==> src/rtl/xadc_da2_sequencer.sv <==
// XADC-to-PmodDA2 sequencer: reads converted channels over DRP on each eoc and
// pushes the two channel slots to the DA2 driver through a rate-limited start/done handshake.
`timescale 1ns/1ps

module xadc_da2_sequencer #(
    parameter logic [4:0] CH_A         = 5'h03,
    parameter logic [4:0] CH_B         = 5'h10,
    parameter int         DRDY_TIMEOUT = 16,
    parameter int         UPDATE_MIN   = 20
) (
    input  logic        clk,
    input  logic        rst,
    input  logic        eoc,
    input  logic [4:0]  channel,
    input  logic        drdy,
    input  logic [15:0] do_in,
    output logic        den,
    output logic [6:0]  daddr,
    output logic        dwe,
    input  logic        da2_done,
    output logic        da2_start,
    output logic [11:0] da2_data1,
    output logic [11:0] da2_data2,
    input  logic        clr_flags,
    output logic        overrun,
    output logic        timeout
);

    localparam int TW = $clog2(DRDY_TIMEOUT + 1);
    localparam int HW = $clog2(UPDATE_MIN + 1);
    localparam logic [TW-1:0] WAIT_LAST = TW'(DRDY_TIMEOUT - 1);
    localparam logic [HW-1:0] HOLD_LOAD = HW'(UPDATE_MIN);

    typedef enum logic [1:0] {D_IDLE, D_REQ, D_WAIT, D_STORE} drp_state_t;
    typedef enum logic [1:0] {A_IDLE, A_START, A_BUSY} dac_state_t;

    drp_state_t    d_state;
    dac_state_t    a_state;
    logic [1:0]    done_sync;
    logic          done_s;
    logic [4:0]    ch_q;
    logic [TW-1:0] wait_cnt;
    logic [11:0]   sample;
    logic [11:0]   slot_a;
    logic [11:0]   slot_b;
    logic          pending;
    logic [HW-1:0] holdoff;
    logic          store_ev;
    logic          load_ev;
    logic          expire_ev;
    logic          drop_ev;
    logic          unused_do_lsb;

    assign dwe           = 1'b0;
    assign done_s        = done_sync[1];
    assign unused_do_lsb = ^do_in[3:0];

    assign store_ev  = (d_state == D_STORE);
    assign load_ev   = (a_state == A_IDLE) && pending && (holdoff == '0);
    assign expire_ev = (d_state == D_WAIT) && !drdy && (wait_cnt == WAIT_LAST);
    assign drop_ev   = eoc && (d_state != D_IDLE);

    // DONE comes from the DA2 clock domain; idle-high so reset to 1.
    always_ff @(posedge clk or posedge rst) begin
        if (rst) begin
            done_sync <= 2'b11;
        end else begin
            done_sync <= {done_sync[0], da2_done};
        end
    end

    always_ff @(posedge clk or posedge rst) begin
        if (rst) begin
            d_state  <= D_IDLE;
            den      <= 1'b0;
            daddr    <= '0;
            ch_q     <= '0;
            wait_cnt <= '0;
            sample   <= '0;
            slot_a   <= '0;
            slot_b   <= '0;
        end else begin
            den <= 1'b0;
            case (d_state)
                D_IDLE: begin
                    if (eoc && (channel == CH_A || channel == CH_B)) begin
                        ch_q    <= channel;
                        den     <= 1'b1;
                        daddr   <= {2'b00, channel};
                        d_state <= D_REQ;
                    end
                end
                D_REQ: begin
                    wait_cnt <= '0;
                    d_state  <= D_WAIT;
                end
                D_WAIT: begin
                    // drdy on the final waiting cycle still wins over expiry
                    if (drdy) begin
                        sample  <= do_in[15:4];
                        d_state <= D_STORE;
                    end else if (wait_cnt == WAIT_LAST) begin
                        d_state <= D_IDLE;
                    end else begin
                        wait_cnt <= wait_cnt + TW'(1);
                    end
                end
                D_STORE: begin
                    if (ch_q == CH_A) begin
                        slot_a <= sample;
                    end else begin
                        slot_b <= sample;
                    end
                    d_state <= D_IDLE;
                end
                default: d_state <= D_IDLE;
            endcase
        end
    end

    // Sticky flags: a set event in the same cycle as clr_flags keeps the flag high.
    always_ff @(posedge clk or posedge rst) begin
        if (rst) begin
            overrun <= 1'b0;
            timeout <= 1'b0;
        end else begin
            overrun <= drop_ev   | (overrun & ~clr_flags);
            timeout <= expire_ev | (timeout & ~clr_flags);
        end
    end

    always_ff @(posedge clk or posedge rst) begin
        if (rst) begin
            pending <= 1'b0;
            holdoff <= '0;
        end else begin
            pending <= store_ev | (pending & ~load_ev);
            if (load_ev) begin
                holdoff <= HOLD_LOAD;
            end else if (holdoff != '0) begin
                holdoff <= holdoff - HW'(1);
            end
        end
    end

    always_ff @(posedge clk or posedge rst) begin
        if (rst) begin
            a_state   <= A_IDLE;
            da2_start <= 1'b0;
            da2_data1 <= '0;
            da2_data2 <= '0;
        end else begin
            case (a_state)
                A_IDLE: begin
                    // NOTE: non-blocking reads here see the slot values from before a coinciding
                    // store; pending stays set, so that sample goes out on the next update.
                    if (load_ev) begin
                        da2_data1 <= slot_a;
                        da2_data2 <= slot_b;
                        da2_start <= 1'b1;
                        a_state   <= A_START;
                    end
                end
                A_START: begin
                    if (!done_s) begin
                        da2_start <= 1'b0;
                        a_state   <= A_BUSY;
                    end
                end
                A_BUSY: begin
                    if (done_s) begin
                        a_state <= A_IDLE;
                    end
                end
                default: a_state <= A_IDLE;
            endcase
        end
    end

endmodule
==> config.mk <==
export PLATFORM = sky130hd
export DESIGN_NAME = xadc_da2_sequencer
export DESIGN_NICKNAME = d
export VERILOG_FILES = /design/src/rtl/xadc_da2_sequencer.sv
export SDC_FILE = /design/constraint.sdc
export NUM_CORES = 1
export LEC_CHECK = 0
export ABC_AREA = 1
export BUFFER_PORTS_ARGS = -buffer_cell sky130_fd_sc_hd__buf_2
export CORE_MARGIN = 8
export CORE_UTILIZATION = 55
export CTS_CLUSTER_SIZE = 28
export DETAILED_ROUTE_END_ITERATION = 8
export PLACE_DENSITY = 0.79
export SYNTH_ARGS = -nofsm -noshare
export SYNTH_HDL_FRONTEND = slang
export SYNTH_SLANG_ARGS = --single-unit
==> constraint.sdc <==
create_clock -name clk -period 5.76 [get_ports clk]
set_clock_uncertainty 0.1 [all_clocks]
set_input_delay 0.288 -clock clk [delete_from_list [all_inputs] [get_ports clk]]
set_output_delay 0.288 -clock clk [all_outputs]
set_load 0.01 [all_outputs]
After elaboration in Yosys (flattened, before gate mapping):

Index checks and enable logic that the tools add are counted.

* equality and inequality tests: 16
* reductions and logical operators: 25
* bitwise logic cells: 9
* mux-type cells: 18
* $add $sub $neg: 2

Operators by type and width (count)
* $mux W5: 4
* $mux W2: 6
* $ne A2 B2 Y1 const B: 6
* $reduce_and A2 Y1: 6
* $eq A5 B2 Y1 const B: 2
* $pmux W5 S2: 1
* $reduce_and A3 Y1: 3
* $pmux W2 S4: 1
* $reduce_bool A2 Y1: 4
* $eq A2 B2 Y1 const B: 3
* $logic_and A1 B1 Y1: 6
* $pmux W2 S3: 1
* $add A5 B1 Y5 const B: 1
* $eq A5 B4 Y1 const B: 1
* $eq A5 B5 Y1 const B: 1
* $logic_not A5 Y1: 1
* $reduce_bool A5 Y1: 1
* $sub A5 B1 Y5 const B: 1
* $eq A2 B1 Y1 const B: 2
* $logic_not A2 Y1: 2
* $mux W1: 4
* $and A1 B1 Y1: 3
* $ne A3 B2 Y1 const B: 1
* $not A1 Y1: 3
* other kinds (4): 6

* register bits after elaboration: 86
* logic and storage cells: 86
* bits of input ports: 27

Logic depth before layout (Yosys ltp):

* depth after elaboration: 6
* gate-level depth with buffers: 10
* depth with buffers taken out: 10

Least setup slack after synthesis:

OpenSTA, ideal clock, no wires.

* kind: register -> register
* start: register wait_cnt[0]
* end: register d_state[1]
* library setup time: 0.129 ns
* data arrival time: 1.361 ns
* period minus slack after synthesis: 1.589 ns
* data required time: 5.531 ns
* slack: 4.171 ns
* path buffers: 0
* stages on the path, launching flop included: 10
* cell sequence: dfrtp_1 ha_1 inv_1 nor3_1 ha_1 inv_1 nand3_1 nand2_1 inv_1 o21ai_0

* cells in the longest elaborated chain, start to end: 3

Ends and longest elaborated chain
* start, declared: RTL line 42 `logic [TW-1:0] wait_cnt;`
* start signal, assigned: RTL line 105 `wait_cnt <= wait_cnt + TW'(1);`
* $eq A5 B4 Y1: RTL line 102 `end else if (wait_cnt == WAIT_LAST) begin`
* $ne A3 B2 Y1 (no source line)
* $reduce_and A2 Y1 (no source line)
* end signal, assigned: RTL line 101 `d_state <= D_STORE;`
* end signal, assigned: RTL line 103 `d_state <= D_IDLE;`
* end signal, assigned: RTL line 114 `d_state <= D_IDLE;`
* end, declared: RTL line 37 `drp_state_t d_state;`

Every way passes these cells.
A chain may end at the register's enable or synchronous reset.

Final worst setup path:

Same ends and word-level chain as after synthesis.

==> impl_metrics.ini <==
[floorplanning]
core-area_sq_um = 6240
initial_utilization = 0.558
fp.dieArea_sq_um = 9130
die_h_um = 95.6
row_count = 29
ios = 63
dieWidth_um = 95.6

[pwr]
irDropWorstVdd_uv = 237
pwr-share-seq = 0.476
p_comb_frac = 0.286
switching_share = 0.352
clkPwrFrac = 0.239
p_switching_mw = 0.689
power_density_nw_per_um2 = 490
p_int_mw = 1.27
leakage_nw = 2.21

[clock_network]
h-tree-depth = 3
clk_latency_ns = 0.35
cts_root_buf = clkbuf_8
clk_pin_slew_worst_paths_ns = 0.09
clkSinkCount = 86
ctsHoldBuffers = 1
cts_buffers = 9
cts_tree = yes
cts_buffer_depth = 2
cts_setup_buffers = 0
cts_resized = 0

[sta]
slew_headroom = 0.316
fin_crit_ns = 1.92
tightest_slew_ns = 1.03
setup_violations = 0
final_max_slew_viol_count = 0
final.setup.tns_ns = 0
hold_viol = 0
rsz0062_at_grt = no
timing.final.crit_share = 0.334
hold_ws_ns = 0.0293
fmax_mhz = 520

[yosys]
synth_edf_count = 0
synth_area_sq_um = 3480
yosys-top-cells-area = dfrtp_1, nand2_1, inv_1
synth_ff_type = dfrtp_1
yosysWarnings = 0
synthArstFlopShare = 1.00
synth_area_per_cell_sq_um = 9.41
ys_ff_latch = 86
ys_top_cells_by_count = nand2_1, dfrtp_1, inv_1
ys_seq_area_frac = 0.619
yosysMostFrequentCell = nand2_1
yosysUniqueCellTypes = 30
yosysTopAreaCell = dfrtp_1
syn_inst = 370
yosys.area.top_type_share = 0.604

[setup_path]
crit_chain = ha_1, inv_1, nor3_1, ha_1, inv_1, nand3_1, nand2_1, inv_1, o21ai_0
reg2reg_depth = 9
cp.required_ns = 5.90
worst_path_most_repeated_cell = inv_1
rr_endpoint = d_state[1]
worstPathArrival_ns = 2.07
critPathLaunchType = flop
r2r_start = wait_cnt[0]
r2r_slack_ns = 3.84
cpPeakStageDelay_ns = 0.43
path_class = reg2reg
worstSetupEndpointType = flop
critPathSlowestCell = dfrtp_1
crit_fanout = 6

[placed_design]
post-dp-hpwl_um = 4670
place.gp.congestion = 0.750
port_buffers = 55

[min_path]
holdPathEnd = timeout
hp-start = clr_flags
holdCritPathClass = in2reg
hold_path_depth = 2

[global_route]
antenna_found_initial = 0
grt_usage = 0.166
grt_pass1_wl_um = 11700
grt_overflow = 0
grt_max_degree = 87
grt_pass1_vias = 2530

[drt]
num_vias = 2489
routedWlPerCell_um = 13.5
drt_iter0_drc = 124
ant_nets = 0
drc = 0
drt_wl_total_um = 6870
drt-pass1-iter-count = 4
vias_per_cell = 4.89

[cells_and_area]
drive_gt1_frac = 0.215
synthToLayoutAreaGrowth_pct = 14.8
fill_cells = 517
antenna_cells = 0
layout.nets = 457

[run]
maxCapViolCount = 0

[status]
outcome = completed
## worst max-delay path, delay by kind of cell (launching register included)
family | cells | cell delay, ns
AO/OA/AOI/OAI | 1 | 0.09
AND/OR/NAND/NOR | 3 | 0.53
flip-flops | 1 | 0.43
adder cells (fa/ha/maj) | 2 | 0.40
buffers and inverters | 3 | 0.25
## placed cells by master, fill, tap and decap left out, types with 2 or more instances in the layout
cell type,synthesis,routed
bufinv_16,0,2
a21oi_1,3,3
nand3_1,10,10
dfstp_2,2,2
conb_1,1,3
nor3_1,5,5
o21ai_1,19,19
inv_1,41,40
clkbuf_8,0,10
ha_1,3,3
dfrtp_1,84,84
clkinv_2,0,3
nor2_1,6,6
nand2_2,7,7
nand2_1,136,136
o21ai_0,24,24
o22ai_1,3,3
buf_2,5,55
clkinvlp_4,0,2
nor2_2,2,2
## worst max path at each step
stage                            from    endpoint  slack (ns)
final                     wait_cnt[0]  d_state[1]        3.84
after global placement    wait_cnt[0]  d_state[1]        3.98
after floorplan                   rst  a_state[0]        3.15
after CTS                 wait_cnt[0]  d_state[1]        3.85
after global routing      wait_cnt[0]  d_state[1]        3.69
after detailed placement  wait_cnt[0]  d_state[1]        3.88
## per-stage QoR
| stage | worst slack, ns | instances | utilization | total power [mW] | cell area (sq um) |
|---|---|---|---|---|---|
| detailed placement | 3.88 | 492 | 0.603 | 1.50 | 3760 |
| floorplan | 3.15 | 372 | - | 1.32 | 3490 |
| finish | 3.84 | 509 | 0.641 | 1.96 | 4000 |
| CTS | 3.85 | 509 | 0.641 | 1.97 | 4000 |
| global placement | 3.98 | 492 | 0.603 | 1.46 | 3760 |
| global route | 3.69 | 509 | 0.641 | 2.10 | 4000 |
## layer usage
metal,global-route usage,vias to the layer above,part of all wire
met4,0.0743,0,0.016
li1,-,1253,-
met1,0.207,1167,0.44
met2,0.259,58,0.48
met5,0,-,0
met3,0.0535,11,0.065
## final cells by class
| class | count | area [sq um] | area share |
|---|---|---|---|
| flip-flops and latches | 86 | 2150 | 0.539 |
| multi-input cells | 230 | 1060 | 0.266 |
| repair buffers | 57 | 293 | 0.0732 |
| inverters | 43 | 168 | 0.0419 |
| clock buffers | 10 | 138 | 0.0344 |
| well taps | 77 | 96.3 | 0.0241 |
| clock inverters | 6 | 85.1 | 0.0213 |
## power by group through the flow
stage                     Sequential (mW)  Combinational [mW]  Clock [mW]
after floorplan                     0.951               0.370           0
after global placement              0.928               0.534           0
after detailed placement            0.940               0.561           0
after CTS                           0.931               0.571       0.473
after global routing                0.960               0.637       0.498
final                               0.931               0.559       0.467
## kinds of logic after synthesis
| logic type | after synthesis | share of synthesized area |
|---|---|---|
| AOI/OAI and AO/OA | 50 | 0.0740 |
| xor gates and xnor gates | 1 | 0.00252 |
| adders and majority gates | 3 | 0.0108 |
| buffers and inverters | 56 | 0.0776 |
| DFF | 86 | 0.619 |
| other | 1 | 0.00108 |
| and+or+nand+nor | 173 | 0.215 |
## registers in the layout, summed over array words and instances (netlist names), 2 cells and up
name and count:
slot_b 12, daddr 5, done_sync 2, d_state 2, sample 12, slot_a 12
wait_cnt 5, holdoff 5, da2_data2 12, a_state 2, da2_data1 12
(Power assumes the default switching activity.)
